--- config.mk ---
export PLATFORM = sky130hd
export DESIGN_NAME = pio_sm_core_flat
export DESIGN_NICKNAME = d
export VERILOG_FILES = /design/src/rtl/pio_sm_core_if.sv /design/src/rtl/pio_sm_core.sv /design/src/flat_wrapper.sv
export SDC_FILE = /design/constraint.sdc
export NUM_CORES = 1
export LEC_CHECK = 0
export ABC_AREA = 1
export CELL_PAD_IN_SITES_DETAIL_PLACEMENT = 1
export CELL_PAD_IN_SITES_GLOBAL_PLACEMENT = 2
export CORE_AREA = 3 3 260 314
export DETAILED_ROUTE_END_ITERATION = 8
export DIE_AREA = 0 0 263 317
export PLACE_DENSITY = 0.86
export SLEW_MARGIN = 20
export SYNTH_ARGS = -nofsm -noshare
export SYNTH_HDL_FRONTEND = slang
export SYNTH_SLANG_ARGS = --single-unit
--- constraint.sdc ---
create_clock -name clk -period 4.7 [get_ports clk]
set_input_delay 0.94 -clock clk [delete_from_list [all_inputs] [get_ports clk]]
set_output_delay 0.94 -clock clk [all_outputs]
set_load 0.005 [all_outputs]
--- src/rtl/pio_sm_core_if.sv ---
// pio_sm_core_if: system-side FIFO bus of a PIO state machine.
// Ports:
//   external_push_en / external_data_in : system writes into the TX FIFO
//   external_pop_en / external_data_out : system reads from the RX FIFO (head, 0 when empty)
//   tx_count, rx_count, tx_full, rx_empty : FIFO status seen by the system
// Modports: master = system side, slave = state machine core.
interface pio_sm_core_if #(
    parameter int FIFO_DEPTH = 4
);
    localparam int CW = $clog2(FIFO_DEPTH) + 1;

    logic          external_push_en;
    logic [31:0]   external_data_in;
    logic          external_pop_en;
    logic [31:0]   external_data_out;
    logic [CW-1:0] tx_count;
    logic [CW-1:0] rx_count;
    logic          tx_full;
    logic          rx_empty;

    modport master (
        output external_push_en, external_data_in, external_pop_en,
        input  external_data_out, tx_count, rx_count, tx_full, rx_empty
    );

    modport slave (
        input  external_push_en, external_data_in, external_pop_en,
        output external_data_out, tx_count, rx_count, tx_full, rx_empty
    );
endinterface

--- src/rtl/pio_sm_core.sv ---
// pio_sm_core: single PIO state machine executing one 16-bit instruction per cycle.
// Ports:
//   clk, rst (sync, active-low)
//   instruction / pc      : instruction fetched at the current program counter
//   bus                   : TX/RX FIFO system interface (pio_sm_core_if.slave)
//   out_shiftdir          : 1 = OUT shifts right (LSB first), 0 = left (MSB first)
//   autopull, pull_thresh : OSR refill on OUT when the threshold is reached (0 means 32)
//   x, y, osr_data        : scratch registers and output shift register
//   out_shift_counter     : bits shifted out of the OSR, saturating at 32
//   osr_empty             : out_shift_counter has reached the pull threshold
module pio_sm_core #(
    parameter int FIFO_DEPTH = 4
) (
    input  logic              clk,
    input  logic              rst,
    input  logic [15:0]       instruction,
    output logic [4:0]        pc,
    pio_sm_core_if.slave      bus,
    input  logic              out_shiftdir,
    input  logic              autopull,
    input  logic [4:0]        pull_thresh,
    output logic [31:0]       x,
    output logic [31:0]       y,
    output logic [31:0]       osr_data,
    output logic [5:0]        out_shift_counter,
    output logic              osr_empty
);
    localparam int AW = $clog2(FIFO_DEPTH);
    localparam int CW = AW + 1;

    localparam logic [2:0] OP_JMP  = 3'b000;
    localparam logic [2:0] OP_OUT  = 3'b011;
    localparam logic [2:0] OP_PP   = 3'b100;
    localparam logic [2:0] OP_MOV  = 3'b101;
    localparam logic [2:0] OP_SET  = 3'b111;

    logic [31:0]   isr;
    logic [31:0]   tx_mem [FIFO_DEPTH];
    logic [31:0]   rx_mem [FIFO_DEPTH];
    logic [AW-1:0] tx_head, tx_tail, rx_head, rx_tail;
    logic [CW-1:0] tx_cnt, rx_cnt;
    logic          tx_empty, tx_full, rx_empty, rx_full;
    logic          tx_push, tx_pop, rx_push, rx_pop;

    logic [2:0]    op, dst;
    logic [5:0]    n, thresh, cnt_n;
    logic [6:0]    cnt_sum;
    logic [31:0]   out_data, mov_src, mov_rev, mov_val;
    logic [31:0]   x_n, y_n, osr_n, isr_n;
    logic [4:0]    pc_n, pc_go;
    logic [7:0]    jmp_conds;
    logic          stall;
    logic          unused_delay;

    assign op           = instruction[15:13];
    assign dst          = instruction[7:5];
    assign unused_delay = ^instruction[12:8];

    assign tx_empty = tx_cnt == '0;
    assign tx_full  = tx_cnt == CW'(FIFO_DEPTH);
    assign rx_empty = rx_cnt == '0;
    assign rx_full  = rx_cnt == CW'(FIFO_DEPTH);
    assign tx_push  = bus.external_push_en && !tx_full;
    assign rx_pop   = bus.external_pop_en && !rx_empty;

    assign bus.tx_count          = tx_cnt;
    assign bus.rx_count          = rx_cnt;
    assign bus.tx_full           = tx_full;
    assign bus.rx_empty          = rx_empty;
    assign bus.external_data_out = rx_empty ? '0 : rx_mem[rx_head];

    assign thresh    = pull_thresh == '0 ? 6'd32 : {1'b0, pull_thresh};
    assign osr_empty = out_shift_counter >= thresh;

    // OUT bit count: a zero field means a full 32-bit shift
    assign n        = instruction[4:0] == '0 ? 6'd32 : {1'b0, instruction[4:0]};
    assign cnt_sum  = {1'b0, out_shift_counter} + {1'b0, n};
    // Shifting a 32-bit value by 32 yields zero, so n==32 needs no special case
    assign out_data = out_shiftdir ? osr_data & ~(32'hFFFF_FFFF << n)
                                   : osr_data >> (6'd32 - n);

    // Indexed by the JMP condition field
    assign jmp_conds = {!osr_empty, 1'b0, x != y, y != '0, y == '0, x != '0, x == '0, 1'b1};

    assign mov_src = instruction[2:0] == 3'd1 ? x :
                     instruction[2:0] == 3'd2 ? y :
                     instruction[2:0] == 3'd5 ? {32{tx_empty}} :
                     instruction[2:0] == 3'd6 ? isr :
                     instruction[2:0] == 3'd7 ? osr_data : '0;
    assign mov_rev = {<<{mov_src}};
    assign mov_val = instruction[4:3] == 2'd1 ? ~mov_src :
                     instruction[4:3] == 2'd2 ? mov_rev : mov_src;

    always_comb begin
        x_n     = x;
        y_n     = y;
        osr_n   = osr_data;
        isr_n   = isr;
        cnt_n   = out_shift_counter;
        pc_go   = pc + 5'd1;
        stall   = 1'b0;
        tx_pop  = 1'b0;
        rx_push = 1'b0;
        case (op)
            OP_JMP: begin
                if (dst == 3'b010) x_n = x - 32'd1;
                if (dst == 3'b100) y_n = y - 32'd1;
                if (jmp_conds[dst]) pc_go = instruction[4:0];
            end
            OP_OUT: begin
                if (autopull && osr_empty) begin
                    // Refill (if possible) and retry the OUT on the next cycle
                    stall = 1'b1;
                    if (!tx_empty) begin
                        tx_pop = 1'b1;
                        osr_n  = tx_mem[tx_head];
                        cnt_n  = '0;
                    end
                end else begin
                    osr_n = out_shiftdir ? osr_data >> n : osr_data << n;
                    cnt_n = cnt_sum > 7'd32 ? 6'd32 : cnt_sum[5:0];
                    if (dst == 3'b001) x_n = out_data;
                    if (dst == 3'b010) y_n = out_data;
                    if (dst == 3'b101) pc_go = out_data[4:0];
                end
            end
            OP_PP: begin
                if (instruction[7]) begin
                    if (!(instruction[6] && !osr_empty)) begin
                        if (!tx_empty) begin
                            tx_pop = 1'b1;
                            osr_n  = tx_mem[tx_head];
                            cnt_n  = '0;
                        end else if (instruction[5]) begin
                            stall = 1'b1;
                        end else begin
                            osr_n = x;
                            cnt_n = '0;
                        end
                    end
                end else begin
                    stall   = rx_full && instruction[5];
                    rx_push = !rx_full;
                    isr_n   = stall ? isr : '0;
                end
            end
            OP_MOV: begin
                if (dst == 3'b001) x_n = mov_val;
                if (dst == 3'b010) y_n = mov_val;
                if (dst == 3'b101) pc_go = mov_val[4:0];
                if (dst == 3'b110) isr_n = mov_val;
                if (dst == 3'b111) begin
                    osr_n = mov_val;
                    cnt_n = '0;
                end
            end
            OP_SET: begin
                if (dst == 3'b001) x_n = {27'd0, instruction[4:0]};
                if (dst == 3'b010) y_n = {27'd0, instruction[4:0]};
            end
            default: ;
        endcase
        pc_n = stall ? pc : pc_go;
    end

    always_ff @(posedge clk) begin
        if (!rst) begin
            pc                <= '0;
            x                 <= '0;
            y                 <= '0;
            osr_data          <= '0;
            isr               <= '0;
            out_shift_counter <= 6'd32;
            tx_head           <= '0;
            tx_tail           <= '0;
            tx_cnt            <= '0;
            rx_head           <= '0;
            rx_tail           <= '0;
            rx_cnt            <= '0;
        end else begin
            pc                <= pc_n;
            x                 <= x_n;
            y                 <= y_n;
            osr_data          <= osr_n;
            isr               <= isr_n;
            out_shift_counter <= cnt_n;
            if (tx_push) tx_tail <= tx_tail + 1'b1;
            if (tx_pop) tx_head <= tx_head + 1'b1;
            tx_cnt <= tx_cnt + CW'(tx_push) - CW'(tx_pop);
            if (rx_push) rx_tail <= rx_tail + 1'b1;
            if (rx_pop) rx_head <= rx_head + 1'b1;
            rx_cnt <= rx_cnt + CW'(rx_push) - CW'(rx_pop);
        end
    end

    always_ff @(posedge clk) begin
        if (rst && tx_push) tx_mem[tx_tail] <= bus.external_data_in;
        if (rst && rx_push) rx_mem[rx_tail] <= isr;
    end
endmodule

--- src/flat_wrapper.sv ---
// flat-port wrapper written by rule: the top's interface ports become plain ports
module pio_sm_core_flat 
#(
    parameter int FIFO_DEPTH = 4
)
  (clk, rst, instruction, pc, out_shiftdir, autopull, pull_thresh, x, y, osr_data, out_shift_counter, osr_empty, bus_external_push_en, bus_external_data_in, bus_external_pop_en, bus_external_data_out, bus_tx_count, bus_rx_count, bus_tx_full, bus_rx_empty);
  pio_sm_core_if #(.FIFO_DEPTH(FIFO_DEPTH)) bus_i ();
  input  logic clk;
  input  logic rst;
  input  logic [15:0] instruction;
  output logic [4:0] pc;
  input  logic out_shiftdir;
  input  logic autopull;
  input  logic [4:0] pull_thresh;
  output logic [31:0] x;
  output logic [31:0] y;
  output logic [31:0] osr_data;
  output logic [5:0] out_shift_counter;
  output logic osr_empty;
  input wire logic [$bits(bus_i.external_push_en)-1:0] bus_external_push_en;
  input wire logic [$bits(bus_i.external_data_in)-1:0] bus_external_data_in;
  input wire logic [$bits(bus_i.external_pop_en)-1:0] bus_external_pop_en;
  output wire logic [$bits(bus_i.external_data_out)-1:0] bus_external_data_out;
  output wire logic [$bits(bus_i.tx_count)-1:0] bus_tx_count;
  output wire logic [$bits(bus_i.rx_count)-1:0] bus_rx_count;
  output wire logic [$bits(bus_i.tx_full)-1:0] bus_tx_full;
  output wire logic [$bits(bus_i.rx_empty)-1:0] bus_rx_empty;
  assign bus_i.external_push_en = bus_external_push_en;
  assign bus_i.external_data_in = bus_external_data_in;
  assign bus_i.external_pop_en = bus_external_pop_en;
  assign bus_external_data_out = bus_i.external_data_out;
  assign bus_tx_count = bus_i.tx_count;
  assign bus_rx_count = bus_i.rx_count;
  assign bus_tx_full = bus_i.tx_full;
  assign bus_rx_empty = bus_i.rx_empty;
  pio_sm_core #(.FIFO_DEPTH(FIFO_DEPTH)) u_core (.clk(clk), .rst(rst), .instruction(instruction), .pc(pc), .bus(bus_i), .out_shiftdir(out_shiftdir), .autopull(autopull), .pull_thresh(pull_thresh), .x(x), .y(y), .osr_data(osr_data), .out_shift_counter(out_shift_counter), .osr_empty(osr_empty));
endmodule
==> run metrics <==
outcome=finished, final reports clean; clock tree from TritonCTS=yes; minimum setup slack after placement=0.255 ns; total half-perimeter wirelength after legalization and detailed placement=101 mm; GR Util met2=51.2%; Setup TNS=0 ns; Peak supply drop=276 uV; maximum number of pins on one net before global-route repair=65; Avg WL per Cell=26.9 um; headroom to the max-slew limit=37.2%; total power per unit cell area=403 mW/mm2; most used routing layer=met2; Mean Syn Cell Area=7.11 um2; Post-Synthesis Net Count=3849; width of the chip=263 um; number of violations reported at the end of detailed-routing iteration 0=2716; full die area=0.0834 mm2; count of final max-slew check failures=0; vertical die dimension=317 um; total wirelength of the detailed-routed design=133 mm; most numerous cell types in the synthesized netlist=959 x nand2_1, 372 x a21oi_1, 355 x o21ai_0; Via density=5.71; endpoint arrival time on the critical path=3.22 ns; Hold-fix buffers, CTS=0; number of remaining DRC errors=0; maximum clock rate=240 MHz; dominant cell type by area after synthesis=edfxtp_1; I/O Pins=207; sequential cell area fraction in the yosys report=40.5%; number of nets in the finished design=3968; type of the tightest min-delay check=register to register; count of antenna diodes in the layout=0; Mapped Area=0.0267 mm2; 1st-pass router iterations=5; CTS-repair resized insts=0; Hold Fails Final Rpt=0; grt met1 use=37.4%; antenna violations before repair=4; unrepaired setup endpoints after global routing=false; layout cells sized above 1=6.88%; type of the worst setup path=input port to output pin; Crit path required time=3.76 ns; post-layout min period=4.16 ns; effective utilization at floorplan=33.9%; Synth Warn #=0; H-tree depth=2; met3 Use GR=4.73%; post-CTS setup buffers=0; Max Cap Viol=0; kind of end point of the critical path=output pin; LEAKAGE=12.7 nW; Synth Register Bits=413; Main synth FF type=edfxtp_1; overflow left after global routing=0; CTS buffer count=46; most frequent cell after synthesis=nand2_1; element type at the critical path start=input port; Post-synth EDFFs=256; number of setup violations in the final report=0; clock input transition at the sequential cells of the worst setup and hold paths=0.06 ns; placeable core area=0.0789 mm2; synth unique cells=61; Area Growth Syn to Fin=17.9%; GRT Resource Usage Total=30.9%; area share of the leading cell type in the synthesized netlist=28.8%; sink count of the clock tree=413; global-route wire length before repair=191 mm; ranking of synthesized cells by area=edfxtp_1 29%, nand2_1 13%, dfxtp_1 12%; clock skew after layout=0.0304 ns; clock latency of the later-clocked register in the worst-skew pair=0.60 ns; post-route fraction of the period consumed by the critical path=88.5%; final worst hold slack=0.465 ns; worst setup margin=0.539 ns; maximum fanout encountered on the critical timing path=3; Post-DRT Antenna Nets=0; Async S/R FF share, synth=0%; buffers from clock root to sink, at most=3; slew at the pin with the worst max-slew slack=0.940 ns; routability-driven placement congestion ratio=1.04; row cnt=113; synthesized instance count=3756; Port-buffer cells=201; CTS Root Buffer Type=clkbuf_16; via count of the first global-routing pass=28102; count of vias placed by the detailed router=28225
## kinds of logic (layout without fill, tap and decap cells)
kind of cell | Yosys count | after routing | share of synthesized area [%]
XOR/XNOR | 48 | 48 | 1.57
AO/OA/AOI/OAI | 970 | 970 | 20.4
flip-flops | 413 | 413 | 40.5
adder cells (fa/ha/maj) | 34 | 34 | 1.68
AND/OR/NAND/NOR | 1708 | 1708 | 26.7
buffers and inverters | 577 | 733 | 8.82
multiplexers | 6 | 6 | 0.225
## metrics by stage
step                utilization [%]  std cells  cell area [um2]  power (mW)
floorplan                         -       3756            26700        6.71
global placement               37.9       4862            29900        8.76
detailed placement             37.9       4862            29900        8.82
CTS                            39.9       4947            31500        12.7
global route                   39.9       4947            31500        13.3
finish                         39.9       4947            31500        12.7
## flip-flops by register name, indices dropped and copies added (netlist names), 3 cells and up, named ones only
signal,cells
u_core.x,32
u_core.out_shift_counter,6
u_core.bus.tx_count,3
u_core.bus.rx_count,3
u_core.pc,5
u_core.tx_mem,128
u_core.y,32
u_core.osr_data,32
u_core.isr,32
u_core.rx_mem,128
## final timing paths
path	startpoint	slack [ns]	cells past startpoint	end
max	pull_thresh[0]	0.54	10	osr_empty
min	u_core.rx_head[1]	0.47	2	u_core.rx_head[1]
max reg2reg	register	1.56	9	u_core.osr_data[17]
min reg2reg	u_core.rx_head[1]	0.47	2	u_core.rx_head[1]
## worst max-delay path, stage by stage
cell and delay [ns]:
clkdlybuf4s50_1 0.43, nor3_1 0.23, nand3_1 0.10, ha_1 0.34, nand2_1 0.08, nor2_1 0.10, o21ai_1 0.09, nand3_1 0.23
buf_4 0.18, clkdlybuf4s50_1 0.50
## power breakdown
part	switching (mW)	total [mW]	leakage, nW	internal, mW
logic	2.83	4.34	8.28	1.51
registers	0.395	4.48	3.63	4.09
clock network	1.60	3.88	0.781	2.28
## cells in the final DEF (no fill, tap or decap), types with 10 or more instances in the layout
cell             count
nand3_1            272
o21ai_1             50
xnor2_1             25
a32o_1              32
inv_2               25
nor2_4              11
clkbuf_16           51
a21oi_1            372
xor2_1              23
clkdlybuf4s50_1    197
dfxtp_1            155
buf_4              105
inv_1              308
nor2_2              12
nand4_1             52
ha_1                31
nand2_1            959
o21ai_0            355
a31oi_1             10
o2111ai_1           22
nor3_1              24
nor2_1             336
o211ai_1            95
edfxtp_1           256
## per-layer routing
metal | up-vias | part of all wire [%]
li1 | 13002 | -
met3 | 350 | 6.4
met5 | - | 0.025
met1 | 13792 | 40
met4 | 4 | 7.7
met2 | 1077 | 46
## cell type report
| type | instances | area [um2] |
|---|---|---|
| clock inverters | 29 | 305 |
| well taps | 1035 | 1290 |
| inverters | 336 | 1270 |
| multi-input cells | 2766 | 13600 |
| clock buffers | 56 | 1320 |
| fillers | 9792 | 47400 |
| repair buffers | 312 | 2920 |
| flip-flops and latches | 413 | 10800 |
No activity file was read; power rests on OpenSTA's default activity.
